==> config.mk <==
export PLATFORM = sky130hd
export DESIGN_NAME = mac_pair_sequencer
export DESIGN_NICKNAME = d
export VERILOG_FILES = /design/src/rtl/mac_pkg.sv /design/src/rtl/mac_operand_fifo.sv /design/src/rtl/mac_pair_sequencer.sv
export SDC_FILE = /design/constraint.sdc
export NUM_CORES = 1
export LEC_CHECK = 0
export ABC_CLOCK_PERIOD_IN_PS = 12000
export BUFFER_PORTS_ARGS = -buffer_cell sky130_fd_sc_hd__buf_2
export CORE_ASPECT_RATIO = 0.9
export CORE_MARGIN = 3
export CORE_UTILIZATION = 61
export DETAILED_ROUTE_END_ITERATION = 8
export GPL_TIMING_DRIVEN = 0
export PLACE_DENSITY = 0.89
export SLEW_MARGIN = 20
export SYNTH_ARGS = -nofsm -noshare
export SYNTH_HDL_FRONTEND = slang
export SYNTH_SLANG_ARGS = --single-unit
==> constraint.sdc <==
create_clock -name clock -period 12 [get_ports clock]
set_input_delay 2.4 -clock clock [delete_from_list [all_inputs] [get_ports clock]]
set_output_delay 2.4 -clock clock [all_outputs]
set_load 0.02 [all_outputs]
==> src/rtl/mac_pkg.sv <==
// rtl/mac_pkg.sv - shared MAC definitions: default width and sequencer state encoding
package mac_pkg;

    localparam int MAC_WIDTH = 32;

    typedef enum logic [2:0] {
        ST_IDLE,
        ST_LOAD,
        ST_ISSUE,
        ST_WAIT,
        ST_EMIT
    } mac_state_e;

endpackage

==> src/rtl/mac_operand_fifo.sv <==
// rtl/mac_operand_fifo.sv - synchronous FIFO of {a,b} element pairs with fall-through read
module mac_operand_fifo #(
    parameter int WIDTH = 32,
    parameter int DEPTH = 4
) (
    input  logic                   clock,
    input  logic                   reset,
    input  logic                   push,
    input  logic [WIDTH-1:0]       push_a,
    input  logic [WIDTH-1:0]       push_b,
    input  logic                   pop,
    output logic [WIDTH-1:0]       pop_a,
    output logic [WIDTH-1:0]       pop_b,
    output logic                   full,
    output logic                   empty,
    output logic [$clog2(DEPTH):0] count
);

    localparam int AW = $clog2(DEPTH);

    logic [WIDTH-1:0] mem_a_q [DEPTH];
    logic [WIDTH-1:0] mem_b_q [DEPTH];
    logic [AW-1:0]    wr_ptr_q, wr_ptr_d;
    logic [AW-1:0]    rd_ptr_q, rd_ptr_d;
    logic [AW:0]      count_q, count_d;
    logic             do_push, do_pop;

    assign full    = (count_q == (AW+1)'(DEPTH));
    assign empty   = (count_q == '0);
    assign count   = count_q;
    assign pop_a   = mem_a_q[rd_ptr_q];
    assign pop_b   = mem_b_q[rd_ptr_q];
    assign do_pop  = pop & ~empty;
    // A full FIFO still takes a push when the same cycle frees a slot.
    assign do_push = push & (~full | do_pop);

    // Pointer and occupancy next-state; pointers wrap naturally at DEPTH.
    always_comb begin
        wr_ptr_d = wr_ptr_q;
        rd_ptr_d = rd_ptr_q;
        count_d  = count_q;
        if (do_push) begin
            wr_ptr_d = wr_ptr_q + AW'(1);
        end
        if (do_pop) begin
            rd_ptr_d = rd_ptr_q + AW'(1);
        end
        case ({do_push, do_pop})
            2'b10:   count_d = count_q + (AW+1)'(1);
            2'b01:   count_d = count_q - (AW+1)'(1);
            default: count_d = count_q;
        endcase
    end

    // Pointer and occupancy registers.
    always_ff @(posedge clock) begin
        if (reset) begin
            wr_ptr_q <= '0;
            rd_ptr_q <= '0;
            count_q  <= '0;
        end else begin
            wr_ptr_q <= wr_ptr_d;
            rd_ptr_q <= rd_ptr_d;
            count_q  <= count_d;
        end
    end

    // Element storage; contents are don't-care until written, so no reset.
    always_ff @(posedge clock) begin
        if (do_push) begin
            mem_a_q[wr_ptr_q] <= push_a;
            mem_b_q[wr_ptr_q] <= push_b;
        end
    end

endmodule

==> src/rtl/mac_pair_sequencer.sv <==
// rtl/mac_pair_sequencer.sv - feeds element pairs to the dual-product MAC and accumulates a dot product
module mac_pair_sequencer
    import mac_pkg::*;
#(
    parameter int WIDTH = MAC_WIDTH,
    parameter int DEPTH = 4,
    parameter int LEN_W = 16
) (
    input  logic             clock,
    input  logic             reset,
    input  logic             start,
    input  logic [LEN_W-1:0] len,
    output logic             busy,
    output logic             done,
    input  logic             in_valid,
    output logic             in_ready,
    input  logic [WIDTH-1:0] in_a,
    input  logic [WIDTH-1:0] in_b,
    input  logic             mac_input_ready,
    output logic             mac_input_valid,
    output logic [WIDTH-1:0] mac_x,
    output logic [WIDTH-1:0] mac_y,
    output logic [WIDTH-1:0] mac_x2,
    output logic [WIDTH-1:0] mac_y2,
    output logic [WIDTH-1:0] mac_prev,
    input  logic             mac_output_valid,
    output logic             mac_output_ready,
    input  logic [WIDTH-1:0] mac_result,
    output logic             res_valid,
    input  logic             res_ready,
    output logic [WIDTH-1:0] res_data
);

    mac_state_e       state_q, state_d;
    logic [LEN_W-1:0] len_q, len_d;
    logic [LEN_W-1:0] accepted_q, accepted_d;
    logic [LEN_W-1:0] consumed_q, consumed_d;
    logic [WIDTH-1:0] acc_q, acc_d;
    logic [WIDTH-1:0] x_q, x_d, y_q, y_d, x2_q, x2_d, y2_q, y2_d;
    logic             half_q, half_d;

    logic                   fifo_push, fifo_pop, fifo_full, fifo_empty;
    logic [WIDTH-1:0]       fifo_a, fifo_b;
    logic [$clog2(DEPTH):0] fifo_count_unused;

    // Intake runs in every busy state so the FIFO prefetches while the MAC works.
    assign busy      = (state_q != ST_IDLE);
    assign in_ready  = busy & ~fifo_full & (accepted_q < len_q);
    assign fifo_push = in_valid & in_ready;
    assign mac_x     = x_q;
    assign mac_y     = y_q;
    assign mac_x2    = x2_q;
    assign mac_y2    = y2_q;
    assign mac_prev  = '0;
    assign res_data  = acc_q;

    mac_operand_fifo #(
        .WIDTH (WIDTH),
        .DEPTH (DEPTH)
    ) u_fifo (
        .clock  (clock),
        .reset  (reset),
        .push   (fifo_push),
        .push_a (in_a),
        .push_b (in_b),
        .pop    (fifo_pop),
        .pop_a  (fifo_a),
        .pop_b  (fifo_b),
        .full   (fifo_full),
        .empty  (fifo_empty),
        .count  (fifo_count_unused)
    );

    // Next-state, datapath updates and handshake outputs.
    always_comb begin
        state_d          = state_q;
        len_d            = len_q;
        accepted_d       = accepted_q;
        consumed_d       = consumed_q;
        acc_d            = acc_q;
        x_d              = x_q;
        y_d              = y_q;
        x2_d             = x2_q;
        y2_d             = y2_q;
        half_d           = half_q;
        fifo_pop         = 1'b0;
        mac_input_valid  = 1'b0;
        mac_output_ready = 1'b0;
        res_valid        = 1'b0;
        done             = 1'b0;

        if (fifo_push) begin
            accepted_d = accepted_q + LEN_W'(1);
        end

        case (state_q)
            ST_IDLE: begin
                if (start) begin
                    len_d      = len;
                    acc_d      = '0;
                    accepted_d = '0;
                    consumed_d = '0;
                    half_d     = 1'b0;
                    state_d    = (len == '0) ? ST_EMIT : ST_LOAD;
                end
            end
            ST_LOAD: begin
                if (!fifo_empty) begin
                    fifo_pop   = 1'b1;
                    consumed_d = consumed_q + LEN_W'(1);
                    if (!half_q) begin
                        x_d  = fifo_a;
                        y_d  = fifo_b;
                        x2_d = '0;
                        y2_d = '0;
                        // An odd tail leaves the second product zeroed.
                        if (consumed_d == len_q) begin
                            state_d = ST_ISSUE;
                        end else begin
                            half_d = 1'b1;
                        end
                    end else begin
                        x2_d    = fifo_a;
                        y2_d    = fifo_b;
                        half_d  = 1'b0;
                        state_d = ST_ISSUE;
                    end
                end
            end
            ST_ISSUE: begin
                mac_input_valid = 1'b1;
                if (mac_input_ready) begin
                    state_d = ST_WAIT;
                end
            end
            ST_WAIT: begin
                mac_output_ready = 1'b1;
                if (mac_output_valid) begin
                    acc_d   = acc_q + mac_result;
                    state_d = (consumed_q == len_q) ? ST_EMIT : ST_LOAD;
                end
            end
            ST_EMIT: begin
                res_valid = 1'b1;
                if (res_ready) begin
                    done    = 1'b1;
                    state_d = ST_IDLE;
                end
            end
            default: state_d = ST_IDLE;
        endcase
    end

    // State and datapath registers.
    always_ff @(posedge clock) begin
        if (reset) begin
            state_q    <= ST_IDLE;
            len_q      <= '0;
            accepted_q <= '0;
            consumed_q <= '0;
            acc_q      <= '0;
            x_q        <= '0;
            y_q        <= '0;
            x2_q       <= '0;
            y2_q       <= '0;
            half_q     <= 1'b0;
        end else begin
            state_q    <= state_d;
            len_q      <= len_d;
            accepted_q <= accepted_d;
            consumed_q <= consumed_d;
            acc_q      <= acc_d;
            x_q        <= x_d;
            y_q        <= y_d;
            x2_q       <= x2_d;
            y2_q       <= y2_d;
            half_q     <= half_d;
        end
    end

endmodule

==> flow_metrics.tcl <==
set metrics [dict create \
    path_delay_family "buffers and inverters" \
    clkSlewWorstSetupHoldPaths_ns 0.06 \
    cts_sinks 477 \
    fin_cells 2509 \
    slew_violations 0 \
    wire_per_inst_um 22.69 \
    cellLeakagePower_uw 0.009160 \
    final_cell_area_um2 23820 \
    max_freq_ghz 0.1915 \
    vias 15540 \
    syn_area_per_cell_um2 11.97 \
    cts_resized 0 \
    drt_first_pass_iters 6 \
    rows 62 \
    hp-class "reg2reg" \
    hold_viol 0 \
    clockRootBuffer "clkbuf_16" \
    start_kind "input port" \
    syn_to_final_growth_pct 18.67 \
    startpoint "res_ready" \
    irDropWorstVdd_mv 0.1720 \
    fp.dieW_um 197.2 \
    pwr-share-clk_pct 36.2 \
    synth-edff-count 256 \
    cts_tree "yes" \
    cpMaxStageDelayCell "buf_2" \
    power_density_nw_per_um2 170.2 \
    final_common_cell "buf_2" \
    cap_violations 0 \
    rsz0062_at_grt "no" \
    endpoint "done" \
    p_int_uw 2911 \
    r2r-end "u_fifo.mem_a_q[2][12]" \
    crit_path_end_kind "primary output" \
    cts_buffers 46 \
    dp_hpwl_mm 38.62 \
    antenna_found_initial 9 \
    drive_above_1_share_pct 23.39 \
    placed_area_um2 22250 \
    post-route-period-util_pct 43.52 \
    cp_data_arrival_time_ns 2.82 \
    fin_util_pct 73.98 \
    syn_inst 1677 \
    comb_power_share_pct 17.1 \
    critPathMaxStageDelay_ns 0.16 \
    grt_first_pass_wirelength_mm 86.82 \
    h-tree-depth 2 \
    track_usage_pct 31.99 \
    initial_core_util_pct 62.34 \
    synth_seq_cells 477 \
    grt_pass1_vias 15300 \
    worst-r2r-cell-count 10 \
    required_ns 9.60 \
    layout_common_cells "293 x buf_2, 256 x edfxtp_1, 225 x nand2_1" \
    r2r-start "len_q[2]" \
    ant_nets 0 \
    gp_congestion 0.9628 \
    setup_viol 0 \
    crit_fanout 2 \
    crit_chain "buf_2 > and2_1 > buf_2" \
    worst_pin_slew_ns 0.9455 \
    clk_latency_ns 0.57 \
    async_reset_ff_share_pct 0 \
    yosysUniqueCellTypes 71 \
    syn-cell-area_um2 20070 \
    seq_area_frac_synth_pct 60.35 \
    drc_errors 0 \
    grt_start_max_net_pins 44 \
    reg2reg_slack_ns 8.52 \
    dr.first_iter.drc_count 1495 \
    p_sw_share_pct 28.16 \
    cp_common_cell "buf_2" \
    crit_cells 3 \
    ys.flop_type "edfxtp_1" \
    die_area_um2 35120 \
    p_sw_uw 1141 \
    p_seq_share_pct 46.7 \
    drt-total-wl_mm 56.93 \
    dpl.cell_count 2412 \
    portBuffers 284 \
    grt.overflow.total 0 \
    core_um2 32190 \
    ys_warn_count 0 \
    io_pins 317 \
    critPathBufInv 2 \
    whs_ns 0.4517 \
    slew_headroom_pct 36.96 \
    fin_setup_tns_ns 0 \
    netlist.area_leader.share_pct 38.30 \
    die_y_um 178.1 \
    fin_skew_ns 0.01738 \
    min_period_ns 5.223 \
    synth.area.top_cells "edfxtp_1 38%, dfxtp_1 22%, mux4_2 7.2%" \
    hold_buffers 0 \
    yosys.area.top_type "edfxtp_1" \
    nNetsFinal 2218 \
    status "finished clean" \
    routed_via_density 6.193 \
    path_class "in2out" \
    postCtsSetupRepairBufs 0 \
    clockBufferDepth 3 \
]
-- power by group through the flow --
stage	sequential [uW]	clock, uW	combinational [uW]
finish	1890	1470	692
global route	1900	1540	744
CTS	1890	1480	684
detailed placement	1920	0	671
global placement	1920	0	640
floorplan	1940	0	418
-- per-stage QoR --
step                      power (uW)  worst slack (ns)
after CTS                       4051             6.782
after detailed placement        2593             6.754
after global routing            4177             6.771
final                           4053             6.777
after global placement          2560             5.775
after floorplan                 2357             6.990
-- flip-flops by register name, summed over array words and instances, names as in the netlist, 32 cells and up, named ones only --
signal and cells:
u_fifo.mem_a_q 128, u_fifo.mem_b_q 128, mac_x2 32, mac_x 32, mac_y2 32, mac_y 32, res_data 32
-- layer usage --
layer	routed length [um]	share of wire, %	global-route usage (%)	up-vias
met3	5760	10	7.233	178
met5	52	0.091	0	-
li1	-	-	-	6807
met4	1989	3.5	11.10	8
met2	27390	48	53.80	983
met1	21740	38	41.42	7561
-- how the worst min path moves through the flow --
stage | start | to | slack (ns) | cells after the start
6_report | mac_y[18] | mac_y[18] | 0.45 | 2
3_3_place_gp | mac_y[9] | mac_y[9] | 0.44 | 2
4_1_cts | mac_y[18] | mac_y[18] | 0.46 | 2
2_1_floorplan | len_q[13] | len_q[13] | 0.46 | 2
3_5_place_dp | mac_y[13] | mac_y[13] | 0.45 | 2
5_1_grt | mac_y[9] | mac_y[9] | 0.48 | 2
-- cells in the mapped netlist (3+ instances only) --
library cell / n
buf_1: 13
nor4_1: 6
buf_2: 9
and3_1: 8
nand2_1: 225
buf_4: 33
o21a_1: 4
a21o_1: 22
nor2b_1: 8
nor3_1: 17
nand3b_1: 5
inv_1: 34
clkbuf_1: 74
or3_1: 9
and4_1: 4
a22o_1: 5
o21ai_0: 25
dfxtp_1: 221
nand4_1: 23
edfxtp_1: 256
nand4b_1: 3
a21oi_1: 149
xor2_1: 39
mux4_2: 64
o21bai_1: 5
nand2b_1: 5
nand3_1: 37
or2_2: 6
o211ai_1: 9
ha_1: 53
nor2_1: 136
a211oi_1: 7
o31ai_1: 4
a31oi_1: 4
and2_1: 15
mux2i_1: 5
xnor2_1: 28
a22oi_1: 67
-- worst register-to-register path, cell delays in order (launching register included) --
cell	delay, ns
dfxtp_1	0.31
clkbuf_1	0.34
inv_1	0.09
ha_1	0.30
a21o_1	0.15
a21o_1	0.17
a211o_1	0.31
a31oi_2	0.33
buf_2	0.34
and2_4	0.47
buf_16	0.31
-- layout make-up --
| cell class | count | area [um^2] |
|---|---|---|
| flip-flops and latches | 477 | 12110 |
| multi-input cells | 1068 | 7338 |
| repair buffers | 288 | 1531 |
| clock buffers | 68 | 1348 |
| plain buffers | 129 | 619.3 |
| well taps | 416 | 520.5 |
| clock inverters | 18 | 193.9 |
| inverters | 34 | 127.6 |
| diodes | 11 | 27.53 |
| fillers | 2056 | 8376 |
-- logic make-up after synthesis --
logic type	after synthesis	share of synthesized area, %
AOI/OAI and AO/OA	326	10.40
xor gates and xnor gates	67	2.924
adders and majority gates	55	3.504
buffers and inverters	163	3.722
DFF	477	60.35
muxes	71	7.543
other	1	0.01868
and+or+nand+nor	517	11.54
(Power assumes the default switching activity.)
